==> config.mk <==
export PLATFORM = sky130hd
export DESIGN_NAME = uart_tx_sched
export DESIGN_NICKNAME = d
export VERILOG_FILES = /design/src/rtl/uart_tx_sched.sv
export SDC_FILE = /design/constraint.sdc
export NUM_CORES = 1
export LEC_CHECK = 0
export CAP_MARGIN = 20
export CORE_ASPECT_RATIO = 1.2
export CORE_MARGIN = 3
export CORE_UTILIZATION = 38
export DETAILED_ROUTE_END_ITERATION = 10
export GPL_TIMING_DRIVEN = 0
export PLACE_DENSITY = 0.71
export SYNTH_ARGS = -nofsm -noshare
export SYNTH_HDL_FRONTEND = slang
export SYNTH_SLANG_ARGS = --single-unit
==> constraint.sdc <==
create_clock -name clk -period 3.7 [get_ports clk]
set_input_delay 0.555 -clock clk [delete_from_list [all_inputs] [get_ports clk]]
set_output_delay 0.555 -clock clk [all_outputs]
set_load 0.005 [all_outputs]
==> src/rtl/uart_tx_sched.sv <==
// uart_tx_sched
// Round-robin scheduler sharing one UART transmitter among NREQ byte sources.
// Each source offers a byte over a valid/ready handshake. The winner's byte is
// captured into a one-byte hold register and loaded into the transmitter with
// a single-cycle wr_en strobe. The scheduler then waits for the transmitter's
// busy flag to rise and fall before arbitrating again. A free-running divider
// generates the transmitter's baud tick from the system clock.

module uart_tx_sched #(
   parameter int NREQ    = 4,
   parameter int CLK_DIV = 16
) (
   input  logic                     clk,
   input  logic                     rst,
   input  logic [NREQ-1:0]          req_valid,
   input  logic [8*NREQ-1:0]        req_data,
   output logic [NREQ-1:0]          req_ready,
   output logic [7:0]               tx_din,
   output logic                     tx_wr_en,
   output logic                     tx_clken,
   input  logic                     tx_busy,
   output logic [$clog2(NREQ)-1:0]  grant_id,
   output logic                     active
);

   // Width of a requester index, of the wrap-around search sum, and of the divider.
   localparam int GW = $clog2(NREQ);
   localparam int SW = GW + 1;
   localparam int CW = $clog2(CLK_DIV);

   localparam logic [CW-1:0] DIV_LAST   = CW'(CLK_DIV - 1);
   localparam logic [GW-1:0] GRANT_INIT = GW'(NREQ - 1);
   localparam logic [SW-1:0] NREQ_S     = SW'(NREQ);

   typedef enum logic [1:0] {
      ST_IDLE      = 2'd0,
      ST_LOAD      = 2'd1,
      ST_WAIT_BUSY = 2'd2,
      ST_WAIT_DONE = 2'd3
   } state_t;

   state_t          state_r;
   logic [7:0]      hold_r;
   logic [GW-1:0]   last_grant_r;
   logic [GW-1:0]   grant_id_r;
   logic            wr_en_r;
   logic            active_r;
   logic [CW-1:0]   div_cnt_r;
   logic [CW-1:0]   div_next_s;
   logic            clken_r;

   logic [SW-1:0]   cand_s;
   logic [GW-1:0]   win_idx_s;
   logic            win_found_s;
   logic            grant_ok_s;
   logic [NREQ-1:0] ready_s;

   // Next value of the baud divider: counts 0..CLK_DIV-1 and wraps.
   always_comb begin
      div_next_s = div_cnt_r;
      if (div_cnt_r == DIV_LAST) begin
         div_next_s = {CW{1'b0}};
      end else begin
         div_next_s = div_cnt_r + {{(CW-1){1'b0}}, 1'b1};
      end
   end

   // Free-running divider; the tick register mirrors div_cnt == CLK_DIV-1.
   always_ff @(posedge clk or posedge rst) begin
      if (rst) begin
         div_cnt_r <= {CW{1'b0}};
         clken_r   <= 1'b0;
      end else begin
         div_cnt_r <= div_next_s;
         clken_r   <= (div_next_s == DIV_LAST);
      end
   end

   // Round-robin search starting just after the last grant, wrapping at NREQ.
   always_comb begin
      win_found_s = 1'b0;
      win_idx_s   = {GW{1'b0}};
      cand_s      = {SW{1'b0}};
      for (int i = 1; i <= NREQ; i++) begin
         cand_s = {1'b0, last_grant_r} + SW'(i);
         if (cand_s >= NREQ_S) begin
            cand_s = cand_s - NREQ_S;
         end else begin
            cand_s = cand_s;
         end
         if (!win_found_s && req_valid[cand_s[GW-1:0]]) begin
            win_found_s = 1'b1;
            win_idx_s   = cand_s[GW-1:0];
         end else begin
            win_found_s = win_found_s;
         end
      end
   end

   // Accept is only possible in IDLE with the transmitter idle; ready is one-hot.
   always_comb begin
      ready_s    = {NREQ{1'b0}};
      grant_ok_s = (state_r == ST_IDLE) && !tx_busy && win_found_s;
      if (grant_ok_s) begin
         ready_s[win_idx_s] = 1'b1;
      end else begin
         ready_s = {NREQ{1'b0}};
      end
   end

   // Scheduler FSM: accept, load for one cycle, wait for busy to rise then fall.
   always_ff @(posedge clk or posedge rst) begin
      if (rst) begin
         state_r      <= ST_IDLE;
         hold_r       <= 8'h00;
         last_grant_r <= GRANT_INIT;
         grant_id_r   <= {GW{1'b0}};
         wr_en_r      <= 1'b0;
         active_r     <= 1'b0;
      end else begin
         case (state_r)
            ST_IDLE: begin
               if (grant_ok_s) begin
                  hold_r       <= req_data[{win_idx_s, 3'b000} +: 8];
                  last_grant_r <= win_idx_s;
                  grant_id_r   <= win_idx_s;
                  wr_en_r      <= 1'b1;
                  active_r     <= 1'b1;
                  state_r      <= ST_LOAD;
               end else begin
                  wr_en_r      <= 1'b0;
                  active_r     <= 1'b0;
               end
            end
            ST_LOAD: begin
               // The strobe lasts exactly one cycle regardless of tx_busy.
               wr_en_r  <= 1'b0;
               active_r <= 1'b1;
               state_r  <= ST_WAIT_BUSY;
            end
            ST_WAIT_BUSY: begin
               wr_en_r  <= 1'b0;
               active_r <= 1'b1;
               if (tx_busy) begin
                  state_r <= ST_WAIT_DONE;
               end
            end
            ST_WAIT_DONE: begin
               wr_en_r <= 1'b0;
               if (!tx_busy) begin
                  active_r <= 1'b0;
                  state_r  <= ST_IDLE;
               end else begin
                  active_r <= 1'b1;
               end
            end
            default: begin
               wr_en_r  <= 1'b0;
               active_r <= 1'b0;
               state_r  <= ST_IDLE;
            end
         endcase
      end
   end

   assign req_ready = ready_s;
   assign tx_din    = hold_r;
   assign tx_wr_en  = wr_en_r;
   assign tx_clken  = clken_r;
   assign grant_id  = grant_id_r;
   assign active    = active_r;

endmodule
==> results of run 1 <==
-- stage by stage --
step	utilization, %	std cells	power, mW	area [sq um]	setup slack, ns
2_1_floorplan	-	134	0.806	1410	1.51
3_3_place_gp	58.2	226	1.04	2010	0.340
3_5_place_dp	58.2	226	1.07	2010	0.301
4_1_cts	59.6	230	1.23	2060	0.275
5_1_grt	59.6	230	1.30	2060	0.177
6_report	59.6	230	1.21	2060	0.288
-- synthesized netlist by cell type, types with 2 or more instances --
cell type                   n  share of area [%]
sky130_fd_sc_hd__inv_1     14                3.7
sky130_fd_sc_hd__nand2b_1   4                1.8
sky130_fd_sc_hd__a21o_1     3                1.6
sky130_fd_sc_hd__nor2_1    15                4.0
sky130_fd_sc_hd__ha_1       6                5.3
sky130_fd_sc_hd__dfstp_2    2                3.7
sky130_fd_sc_hd__o21ai_0    2               0.71
sky130_fd_sc_hd__dfrtp_1   19                 34
sky130_fd_sc_hd__and3_1     2               0.88
sky130_fd_sc_hd__buf_6      5                4.0
sky130_fd_sc_hd__a31oi_1    9                4.0
sky130_fd_sc_hd__mux2i_1    8                5.7
sky130_fd_sc_hd__a211oi_1   3                1.6
sky130_fd_sc_hd__a21oi_1    7                2.5
sky130_fd_sc_hd__a211oi_2  15                 13
sky130_fd_sc_hd__and2_1     2               0.88
-- metal layers --
layer,GRT usage (%),routed length (um),vias up,part of all wire [%]
met5,0,0,-,0
met4,5.66,48,0,1.3
met3,3.01,294,5,7.9
met2,31.5,1940,48,52
met1,18.4,1450,591,39
li1,-,-,597,-
-- critical path: stages --
cell	delay (ns)
sky130_fd_sc_hd__clkdlybuf4s50_1	0.61
sky130_fd_sc_hd__nor4_2	0.13
sky130_fd_sc_hd__nor3b_4	0.43
sky130_fd_sc_hd__clkbuf_1	0.39
sky130_fd_sc_hd__and3_1	0.22
sky130_fd_sc_hd__clkdlybuf4s50_1	0.52
-- flip-flops by register name, indices dropped and copies added (netlist names) --
| signal | flops |
|---|---|
| last_grant_r | 2 |
| tx_din | 8 |
| div_cnt_r | 4 |
| tx_clken | 1 |
| grant_id | 2 |
| state_r | 2 |
| tx_wr_en | 1 |
| active | 1 |
-- path summary, 6_finish.rpt --
| check | from | to | slack [ns] | depth (start not counted) |
|---|---|---|---|---|
| setup / recovery | req_valid[3] | req_ready[0] | 0.29 | 6 |
| hold / removal | div_cnt_r[3]$_DFF_PP0_ | div_cnt_r[0]$_DFF_PP0_ | 0.49 | 1 |
| setup reg to reg | state_r[0]$_DFFE_PP0P_ | tx_din[7]$_DFFE_PP0P_ | 1.76 | 6 |
| hold reg to reg | div_cnt_r[3]$_DFF_PP0_ | div_cnt_r[0]$_DFF_PP0_ | 0.49 | 1 |
| max in group asynchronous | rst | tx_din[6]$_DFFE_PP0P_ | 2.43 | 2 |
| min in group asynchronous | rst | state_r[1]$_DFFE_PP0P_ | 0.75 | 2 |
-- logic make-up (layout without fill, tap and decap cells) --
group	after synthesis	count (layout)	share of synthesized area (%)
buffers and inverters	22	81	9.73
XOR/XNOR	1	1	0.620
multiplexers	9	9	6.46
flip-flops	21	21	37.3
adder cells (fa/ha/maj)	6	6	5.31
AND/OR/NAND/NOR	32	32	14.2
AO/OA/AOI/OAI	43	43	26.3
-- placed cells by master, fill, tap and decap left out, types with 2 or more instances in the layout --
| cell | instances |
|---|---|
| sky130_fd_sc_hd__clkdlybuf4s50_1 | 55 |
| sky130_fd_sc_hd__nor2_1 | 15 |
| sky130_fd_sc_hd__dfstp_2 | 2 |
| sky130_fd_sc_hd__nand2b_1 | 4 |
| sky130_fd_sc_hd__dfrtp_1 | 19 |
| sky130_fd_sc_hd__a211oi_1 | 3 |
| sky130_fd_sc_hd__a21o_1 | 3 |
| sky130_fd_sc_hd__ha_1 | 6 |
| sky130_fd_sc_hd__inv_1 | 14 |
| sky130_fd_sc_hd__buf_6 | 5 |
| sky130_fd_sc_hd__a31oi_1 | 9 |
| sky130_fd_sc_hd__and2_1 | 2 |
| sky130_fd_sc_hd__a21oi_1 | 7 |
| sky130_fd_sc_hd__clkbuf_8 | 3 |
| sky130_fd_sc_hd__o21ai_0 | 2 |
| sky130_fd_sc_hd__a211oi_2 | 15 |
| sky130_fd_sc_hd__mux2i_1 | 8 |
| sky130_fd_sc_hd__and3_1 | 2 |
-- area by class of cell --
cell class	count	share of cell area (%)
sequential	21	25.7
tap	37	2.25
clock inverter	1	0.243
clock buffer	3	2.01
timing repair buffer	55	26.8
inverter	14	2.55
buffer	8	4.14
multi-input combinational	91	36.4
-- power groups by stage --
stage / clock (mW) / combinational [mW] / sequential, mW
finish: 0.156 / 0.684 / 0.374
global placement: 0 / 0.672 / 0.371
global route: 0.169 / 0.745 / 0.385
floorplan: 0 / 0.430 / 0.376
CTS: 0.159 / 0.694 / 0.374
detailed placement: 0 / 0.693 / 0.380
==> summary by stage, run 1 <==
Synthesis
The netlist uses 34 different library cells. The cell area after technology mapping is 0.00141 sq mm. Yosys printed 0 warnings. After technology mapping, the gate count stands at ~130. Synthesis produced a netlist with a net count of ~180. After synthesis the netlist holds a flip-flop and latch count of 21. In this run, synthesis inferred 0 flip-flops with an integrated enable. In the synthesized netlist the async set-or-reset flop fraction comes to 100%. Sequential elements use between 30% and 40% of the synthesized area. For this run, the leading register cell type out of synthesis is sky130_fd_sc_hd__dfrtp_1.

Each instance of the synthesized netlist takes up on average 10.6 sq um.

Pwr
The ratio of total power to cell area is just under 600 mW/mm^2. The share of total power dissipated in sequential elements is slightly above 30%. The share of total power consumed by net switching is about 36%. In this run the static leakage power is between 0.8 and 0.9 nW. IR analysis of the VDD net gives a maximum drop of a little under 0.4 mV. Combinational logic burns 56.3% of the power. The internal power component is 0.777 mW.

The analysis attributes to net switching a power of around 0.44 mW. The clock share of power is between 10% and 20%.

Clock tree
At the later pin of the worst-skew pair, clock insertion delay measures around 0.27 ns. Counting every sink on the clock net gives 21. The TritonCTS clock tree is done.

The clock transition at the registers of the reported paths is 0.08 ns. The post-cts gate resize count is 0. The number of buffers inserted by post-CTS setup repair is 0. Clock tree synthesis selected as its root buffer the cell sky130_fd_sc_hd__clkbuf_8. In this run the deepest clock path goes through 2 buffers.

In this run the number of H-tree levels came out at 1. Counting the buffers created by CTS gives 3. The hold buffer count at CTS is 0.

Placed design
The half-perimeter wire length after detailed placement is 2.93 mm. Buffers placed on the I/O ports in this run total 55. At the end of routability-driven placement, the weighted congestion stood at 0.767.

Worst setup path
The sort of element at the start of the critical path is an input port. The critical path is of the input port to output pin type. Of all nets on the critical path, the largest fanout is 10. The category of the worst setup path capture point is an output pin.

The required arrival time at the worst endpoint is roughly 3.1 ns. For the worst setup path, the data arrival time is 2.86 ns.

Layout
The filler cell count in the final layout is about 320. In the final layout, flip-flops and latches occupy between 500 and 600 sq um. The synthesis-to-finish area growth is 45.5%. The number of antenna repair diodes is 0. The area of the multi-input gates is roughly 750 sq um. Cells with a size suffix above 1 make up roughly 18% of the layout. The net count of the finished layout is between 200 and 250.

Route
The iteration-0 DRC count of the detailed router is 31. The first-pass iteration count of the detailed router is 4. The detailed router placed between 1000 and 1500 vias in this run. Once detail routing completed, the nets flagged for antenna violations numbered 0.

The number of DRC violations after detailed routing is 0. After detailed routing, the average wire length per cell comes to roughly 16 um. Wires add up to about 3.7 mm. The number of vias per cell is between 5 and 6.

Global route
The via count of the first global-routing pass is roughly 1300. Global routing consumed, over all layers together, 16.9% of the routing resources. The number of antenna violations at the first check in global routing is 0. After global routing the overflow that remains totals 0. The pin count of the biggest net entering global routing is 22. The first global-routing pass estimated between 5 and 6 mm of wire.

Timing
The post-route fraction of the period consumed by the critical path is between 90% and 100%. The final count of pins violating max slew is 0. Final hold analysis gives a worst-case slack of 0.489 ns.

Static timing analysis puts the maximum clock frequency at roughly 0.29 GHz. Setup violations remaining at the end of the flow were counted as 0. The slew at the pin closest to its max-slew limit is ~0.85 ns. The tightest slew margin relative to the limit is between 40 and 50%.

For the final routed database, the setup TNS stands at 0 ns. The total count of hold-check failures in the final report came to 0. Setup repair after global routing left no endpoint under its margin. Subtracting the final worst setup slack from the clock period gives 3.41 ns. Between clock sinks in the finished design, the worst skew comes to between 0.0015 and 0.002 ns.

Die
Row generation in the floorplan step produced 23 rows. The die outline height is 72.8 um. The initial utilization of the core area, before any placement, comes to between 40 and 50%. The core box area is ~0.0035 sq mm. The die is a little over 60 um wide. The die covers ~0.0045 sq mm. The boundary pin count is 56.

Min path
The class of the tightest hold or removal check is flop to flop.

Flow run
Max-cap violations in this run came to 0.

Outcome
The flow ran to the end, and the final reports show no timing, DRC or antenna violations.
Note: power is estimated with default switching activity, not from simulation.
==> run 2: changes to the inputs <==
--- a/config.mk
+++ b/config.mk
@@ -7,7 +7,7 @@
 export LEC_CHECK = 0
 export CAP_MARGIN = 20
 export CORE_ASPECT_RATIO = 1.2
-export CORE_MARGIN = 3
+export CORE_MARGIN = 2
 export CORE_UTILIZATION = 38
 export DETAILED_ROUTE_END_ITERATION = 10
 export GPL_TIMING_DRIVEN = 0
==> run 2 against run 1 <==
Against the previous run:
- largest cell class unchanged
- largest power group unchanged
- final cell count increased by 0.87%
- register-to-register slack improved by 0.05 ns
- critical path depth unchanged
- sequential share of layout area about the same
- critical endpoint unchanged
- first-iteration DRC count increased by 61%
- sequential cell count unchanged
- clock power decreased by 4%
- routed wire length decreased by 10%
- global-route usage about the same
==> summary by stage, run 2 (synthesized netlist as in run 1, its figures left out) <==
Die
The number of standard-cell rows in the floorplan is 24 (+4.3%). The die outline height came to 70.8 um (-2.7%). The x dimension of the die is 59.7 um (-3.2%).

The initial standard-cell utilization of the core was 39.2% (-1.7 points). The die area is 0.00423 sq mm (-5.9%). The core box area is 0.00360 sq mm (+4.3%).

The boundary pin count is 56 (unchanged).

Worst setup path
The required arrival time at the worst endpoint came to 3.14 ns (about the same). The type of the worst setup path is input port to output pin. The startpoint identified for the worst register-to-register timing path is state_r[0]$_DFFE_PP0P_. STA classifies the critical path startpoint as an input port. The top fanout value on the critical path is 10 (unchanged). STA classifies the critical path endpoint as an output pin. The critical path launch point is req_valid[3]. The critical path arrival is 2.80 ns (-0.06 ns).

Layout
The filler cell count in the final layout is 317 (+0.63%). The synthesis-to-finish area growth is 45.7%. The area of the multi-input gates is 748 sq um (unchanged). Leaving out fill and tap cells, the most frequent cells in the layout are sky130_fd_sc_hd__clkdlybuf4s50_1 (55), sky130_fd_sc_hd__dfrtp_1 (19), sky130_fd_sc_hd__nor2_1 (15), sky130_fd_sc_hd__a211oi_2 (15), sky130_fd_sc_hd__inv_1 (14). Leaving out fill and tap cells, the most frequent cell in the layout is sky130_fd_sc_hd__clkdlybuf4s50_1. The fraction of final layout cells sized beyond drive strength 1 is 17.6% (unchanged). The core utilization of the finished layout is 57.2% (-2.4 points). The flip-flop count of the largest register after layout is 8 (unchanged). The number of antenna repair diodes is 0 (unchanged). The sequential cell area in the final layout came to 528 sq um (unchanged). The final net count came to 239 (unchanged).

Global route
The pin count of the biggest net entering global routing is 22 (unchanged). The most utilized layer in the global route result is met2. The sum of overflow across all layers after global routing is 0 (unchanged). The met3 demand-to-capacity share in global routing is 2.38% (-0.63 points). The met2 layer usage reported by global route is 31.2% (-0.39 points). The routing usage on met1 is 19.5% (+1.1 points).

The global-route wire length before repair is 5.57 mm (-2.7%). The via count of the first global-routing pass came to 1266 (-0.71%). The global-route total usage across every layer is 16.9% (about the same).

The number of antenna violations at the first check in global routing is 0 (unchanged).

Timing
The tightest slew margin relative to the limit is 49.8% (+6.2 points). The slew at the pin closest to its max-slew limit was 0.752 ns (-0.0932 ns). Setup repair after global routing left no endpoint under its margin. The summed negative setup slack over all endpoints is 0 ns (unchanged). The final period demand of the worst path came to 3.36 ns (-0.0556 ns). The total count of hold-check failures in the final report is 0 (unchanged). The total setup violations reported at the end of the flow is 0 (unchanged).

The worst clock skew is 0.00399 ns (+0.00216 ns). The maximum operating frequency is 0.298 GHz (+1.7%). The final count of pins violating max slew was 0 (unchanged). The post-route fraction of the period consumed by the critical path is 90.7% (-1.5 points). The post-route worst hold slack is 0.505 ns (+0.0158 ns). The slack of the critical path came to 0.343 ns (+0.0556 ns).

Pwr
The ratio of total power to cell area was 585 mW/mm^2 (-0.94%). The largest voltage drop on the vdd net is 0.328 mV (-15%). The total design power is 1.20 mW (-0.82%).

The leakage power is 0.880 nW (unchanged).

Clock tree
The post-cts gate resize count was 0 (unchanged). TritonCTS built the clock tree. The hold buffer count at CTS is 0 (unchanged).

The number of buffers inserted by post-CTS setup repair is 0 (unchanged). The buffer levels on the longest clock path is 2 (unchanged). The clock transition at the registers of the reported paths was 0.07 ns (about the same).

The source-to-sink clock delay at the later pin of the worst-skew pair is 0.26 ns (about the same). The number of clock sinks is 21 (unchanged). Clock tree synthesis selected as its root buffer the cell sky130_fd_sc_hd__clkbuf_8. The H-tree depth is 1 (unchanged). The number of buffers created by CTS is 3 (unchanged).

Flow run
The number of maximum-capacitance constraint violations came to 0 (unchanged).

Route
The number of vias after detailed routing is 1200 (-3.3%). The number of DRC violations after detailed routing was 0 (unchanged). The final routed wirelength across all metal layers is 3.36 mm (-10%). The iteration-0 DRC count of the detailed router was 50 (+61%).

The number of nets still failing antenna checks after routing is 0 (unchanged). The first-pass iteration count of the detailed router is 4 (unchanged). The final routed wire length divided by cell count came to 14.5 um (-11%).

The number of vias per cell is 5.17 (-4.1%).

Placed design
The global placement routability congestion is 0.801 (+4.5%). The number of port buffers is 55 (unchanged). The post-placement worst setup slack came to 0.323 ns (+0.0218 ns).

The half-perimeter wire length after detailed placement came to 2.66 mm (-9.3%).

Min path
In this run the worst hold path is classified as flop to flop. The worst hold path begins at grant_id[1]$_DFFE_PP0P_.

Outcome
The flow ran to the end, and the final reports show no timing, DRC or antenna violations.
-- run 2: power breakdown --
| group | leakage [nW] | switching, mW | internal, mW |
|---|---|---|---|
| Combinational | 0.607 | 0.302 | 0.379 |
| Sequential | 0.248 | 0.0513 | 0.323 |
| Clock | 0.0255 | 0.0745 | 0.0750 |
| Total | 0.880 | 0.427 | 0.778 |
-- run 2: per-layer routing --
metal  routed length, um  up-vias
met5                   0        -
met4                  24        0
met3                 211        4
met2                1680       51
met1                1450      547
li1                    -      598
-- run 2: final timing paths --
kind	cells after the start	slack [ns]	end
worst max register to register	6	1.81	tx_din[4]$_DFFE_PP0P_
max in group asynchronous	2	2.51	tx_din[1]$_DFFE_PP0P_
worst min-delay path	1	0.50	grant_id[1]$_DFFE_PP0P_
min in group asynchronous	2	0.72	grant_id[0]$_DFFE_PP0P_
worst max-delay path	6	0.34	req_ready[0]
worst min register to register	1	0.50	grant_id[1]$_DFFE_PP0P_
-- run 2: cell type report --
type                            count  share of cell area [%]
Inverter                           14                    2.55
Buffer                              8                    4.13
Tap cell                           39                    2.37
Sequential cell                    21                    25.6
Multi-Input combinational cell     91                    36.3
Clock inverter                      1                   0.243
Clock buffer                        3                    2.00
Timing Repair Buffer               55                    26.7
-- run 2: through the flow --
step,instance area (sq um),cells
after floorplan,1410,134
after global placement,2010,228
after detailed placement,2010,228
after CTS,2060,232
after global routing,2060,232
final,2060,232
-- run 2: worst max-delay path: stages --
cell,delay (ns)
sky130_fd_sc_hd__clkdlybuf4s50_1,0.60
sky130_fd_sc_hd__nor4_2,0.12
sky130_fd_sc_hd__nor3b_4,0.39
sky130_fd_sc_hd__clkbuf_1,0.39
sky130_fd_sc_hd__and3_1,0.24
sky130_fd_sc_hd__clkdlybuf4s50_1,0.50
==> edit (config.mk and constraints of run 1) <==
Re-encode `state_t` (4 states) as one-hot, 4 bits wide.
--- a/src/rtl/uart_tx_sched.sv
+++ b/src/rtl/uart_tx_sched.sv
@@ -32,11 +32,11 @@
    localparam logic [GW-1:0] GRANT_INIT = GW'(NREQ - 1);
    localparam logic [SW-1:0] NREQ_S     = SW'(NREQ);
 
-   typedef enum logic [1:0] {
-      ST_IDLE      = 2'd0,
-      ST_LOAD      = 2'd1,
-      ST_WAIT_BUSY = 2'd2,
-      ST_WAIT_DONE = 2'd3
+   typedef enum logic [3:0] {
+      ST_IDLE      = 4'b0001,
+      ST_LOAD      = 4'b0010,
+      ST_WAIT_BUSY = 4'b0100,
+      ST_WAIT_DONE = 4'b1000
    } state_t;
 
    state_t          state_r;
Formal check against the unedited RTL: same outputs for any inputs over 10 cycles, from zero or initial values and one cycle with rst high; not proved beyond that.
==> edit against run 1 <==
  * Clock power shrank 26%
  * Maximum frequency grew 5.9%
  * Combinational power shrank 17%
  * Synthesized area shrank 12%
  * Register-to-register slack gained 190 ps
  * Routed wire length shrank 14%
  * Global-route usage is essentially flat
  * Cell area shrank 9.4%
  * Power shrank 11%
  * Sequential cell count grew 2
  * Via count shrank 12%
  * Worst setup slack gained 190 ps
  * Sequential power grew 7.0%
  * Largest power group unchanged
==> edit: results (changes against run 1) <==
status: "finished clean"  # unchanged
ff2ff_setup_slack_ps: 1950  # was 1760 ps
viasPerCell: 5.12  # was 5.40
synth_compound_area_frac: 0.134  # was 0.263
drive_above_1_share: 0.0795  # was 0.176
grt_pass1_wl_um: 5090  # was 5720 µm
muxShareOfSynthArea: 0.145  # was 0.0646
place_ws_ps: 472  # was 301 ps
dp_hpwl_um: 2490  # was 2930 µm
synth_seq_area_share: 0.466  # was 0.373
track_usage: 0.169  # about the same
place_congestion: 0.732  # was 0.767
hold_end: "tx_din[7]$_DFFE_PP0P_"  # was div_cnt_r[0]$_DFF_PP0_
synth_area_leaders: "dfrtp_1, mux2i_1, dfstp_2"  # was dfrtp_1, a211oi_2, mux2i_1
final_cells: 212  # was 230
worst_pin_slew_ps: 859  # was 845 ps
wl_per_cell_um: 15.2  # was 16.2 µm
holdPathStages: 2  # was 1
insertion_delay_ps: 310  # was 270 ps
cts_resized: 0  # unchanged
synth_xor_area_frac: 0.0211  # was 0.00619
mappedNetlistNets: 158  # was 179
grt_pass1_vias: 1114  # was 1,275
p_int_uw: 711  # was 777 µW
arrival_ps: 2670  # was 2860 ps
hp-start: "tx_din[7]$_DFFE_PP0P_"  # was div_cnt_r[3]$_DFF_PP0_
ir_drop_v: 0.000363  # was 0.000387 V
synthCells: 117  # was 134
clkSlewWorstSetupHoldPaths_ps: 120  # was 80 ps
worst_r2r_endpoint: "tx_din[3]$_DFFE_PP0P_"  # was tx_din[7]$_DFFE_PP0P_
fin_worst_skew_ps: 6.61  # was 1.83 ps
yosys-top-cells-count: "dfrtp_1, mux2i_1, nand2_1"  # was dfrtp_1, a211oi_2, nor2_1
r2r_start: "last_grant_r[1]$_DFFE_PP1P_"  # was state_r[0]$_DFFE_PP0P_
synthAdderAreaFrac: 0.0201  # was 0.0531
fill_cells: 284  # was 315
clockRootBuffer: "clkbuf_4"  # was clkbuf_8
nNetsFinal: 218  # was 239
cellLeakagePower_uw: 0.000848  # was 0.000880 µW
grt_max_degree: 24  # was 22
ys_types: 32  # was 34
==> edit: cell types whose count changed in the layout (fill, tap and decap cells not counted), moves of 3 or more <==
cell,change
nand2b_1,-3
a31oi_1,-8
inv_1,-6
clkbuf_4,+3
nand2_1,+15
o221ai_1,+8
nor2_1,-8
a211oi_2,-15
clkbuf_8,-3
a21oi_1,-4
mux2i_1,+10
a211oi_1,-3
ha_1,-4
==> edit: worst max path at each step <==
stage / start / end / slack, ps / depth (start not counted)
finish: req_valid[3] / req_ready[3] / 480 / 8
global route: req_valid[3] / req_ready[3] / 370 / 8
CTS: req_valid[3] / req_ready[3] / 460 / 8
detailed placement: req_valid[3] / req_ready[3] / 470 / 8
global placement: req_valid[3] / req_ready[3] / 500 / 8
floorplan: req_valid[0] / req_ready[3] / 1600 / 6
==> edit: kinds of logic after synthesis <==
kind of cell,after synthesis
buffers and inverters,14
adders and majority gates,2
AOI/OAI and AO/OA,22
DFF,23
and+or+nand+nor,35
muxes,18
xor gates and xnor gates,3
==> edit: critical path, cell delays in order <==
cell and delay, ps:
clkdlybuf4s50_1 540, nand3b_1 130, o21ai_1 70, a311o_1 350, buf_4 200, nor2_1 160
and2_1 160, clkdlybuf4s50_1 500
==> edit: routing by layer <==
metal / wire [µm] / up-vias / global-route usage
li1: - / 533 / -
met1: 1310 / 529 / 0.209
met2: 1770 / 19 / 0.292
met3: 86 / 5 / 0.0261
met4: 46 / 0 / 0.0754
met5: 0 / - / 0
==> edit: per-stage QoR <==
stage | cell area (µm²) | hold WS, ps
floorplan | 1240 | 452
global placement | 1840 | 468
detailed placement | 1840 | 472
CTS | 1860 | 510
global route | 1860 | 531
finish | 1860 | 507
==> edit: cell type report <==
class | instances | area (µm²) | area share
repair buffers | 55 | 551 | 0.295
inverters | 8 | 30.0 | 0.0161
flip-flops and latches | 23 | 579 | 0.311
plain buffers | 6 | 56.3 | 0.0302
clock buffers | 4 | 26.3 | 0.0141
multi-input cells | 80 | 577 | 0.309
well taps | 36 | 45.0 | 0.0242
==> edit: power by group through the flow <==
| stage | Clock [µW] | Sequential (µW) | Combinational [µW] |
|---|---|---|---|
| final | 115 | 400 | 565 |
| after CTS | 119 | 399 | 573 |
| after global routing | 129 | 412 | 620 |
| after floorplan | 0 | 402 | 318 |
| after global placement | 0 | 400 | 555 |
| after detailed placement | 0 | 405 | 569 |
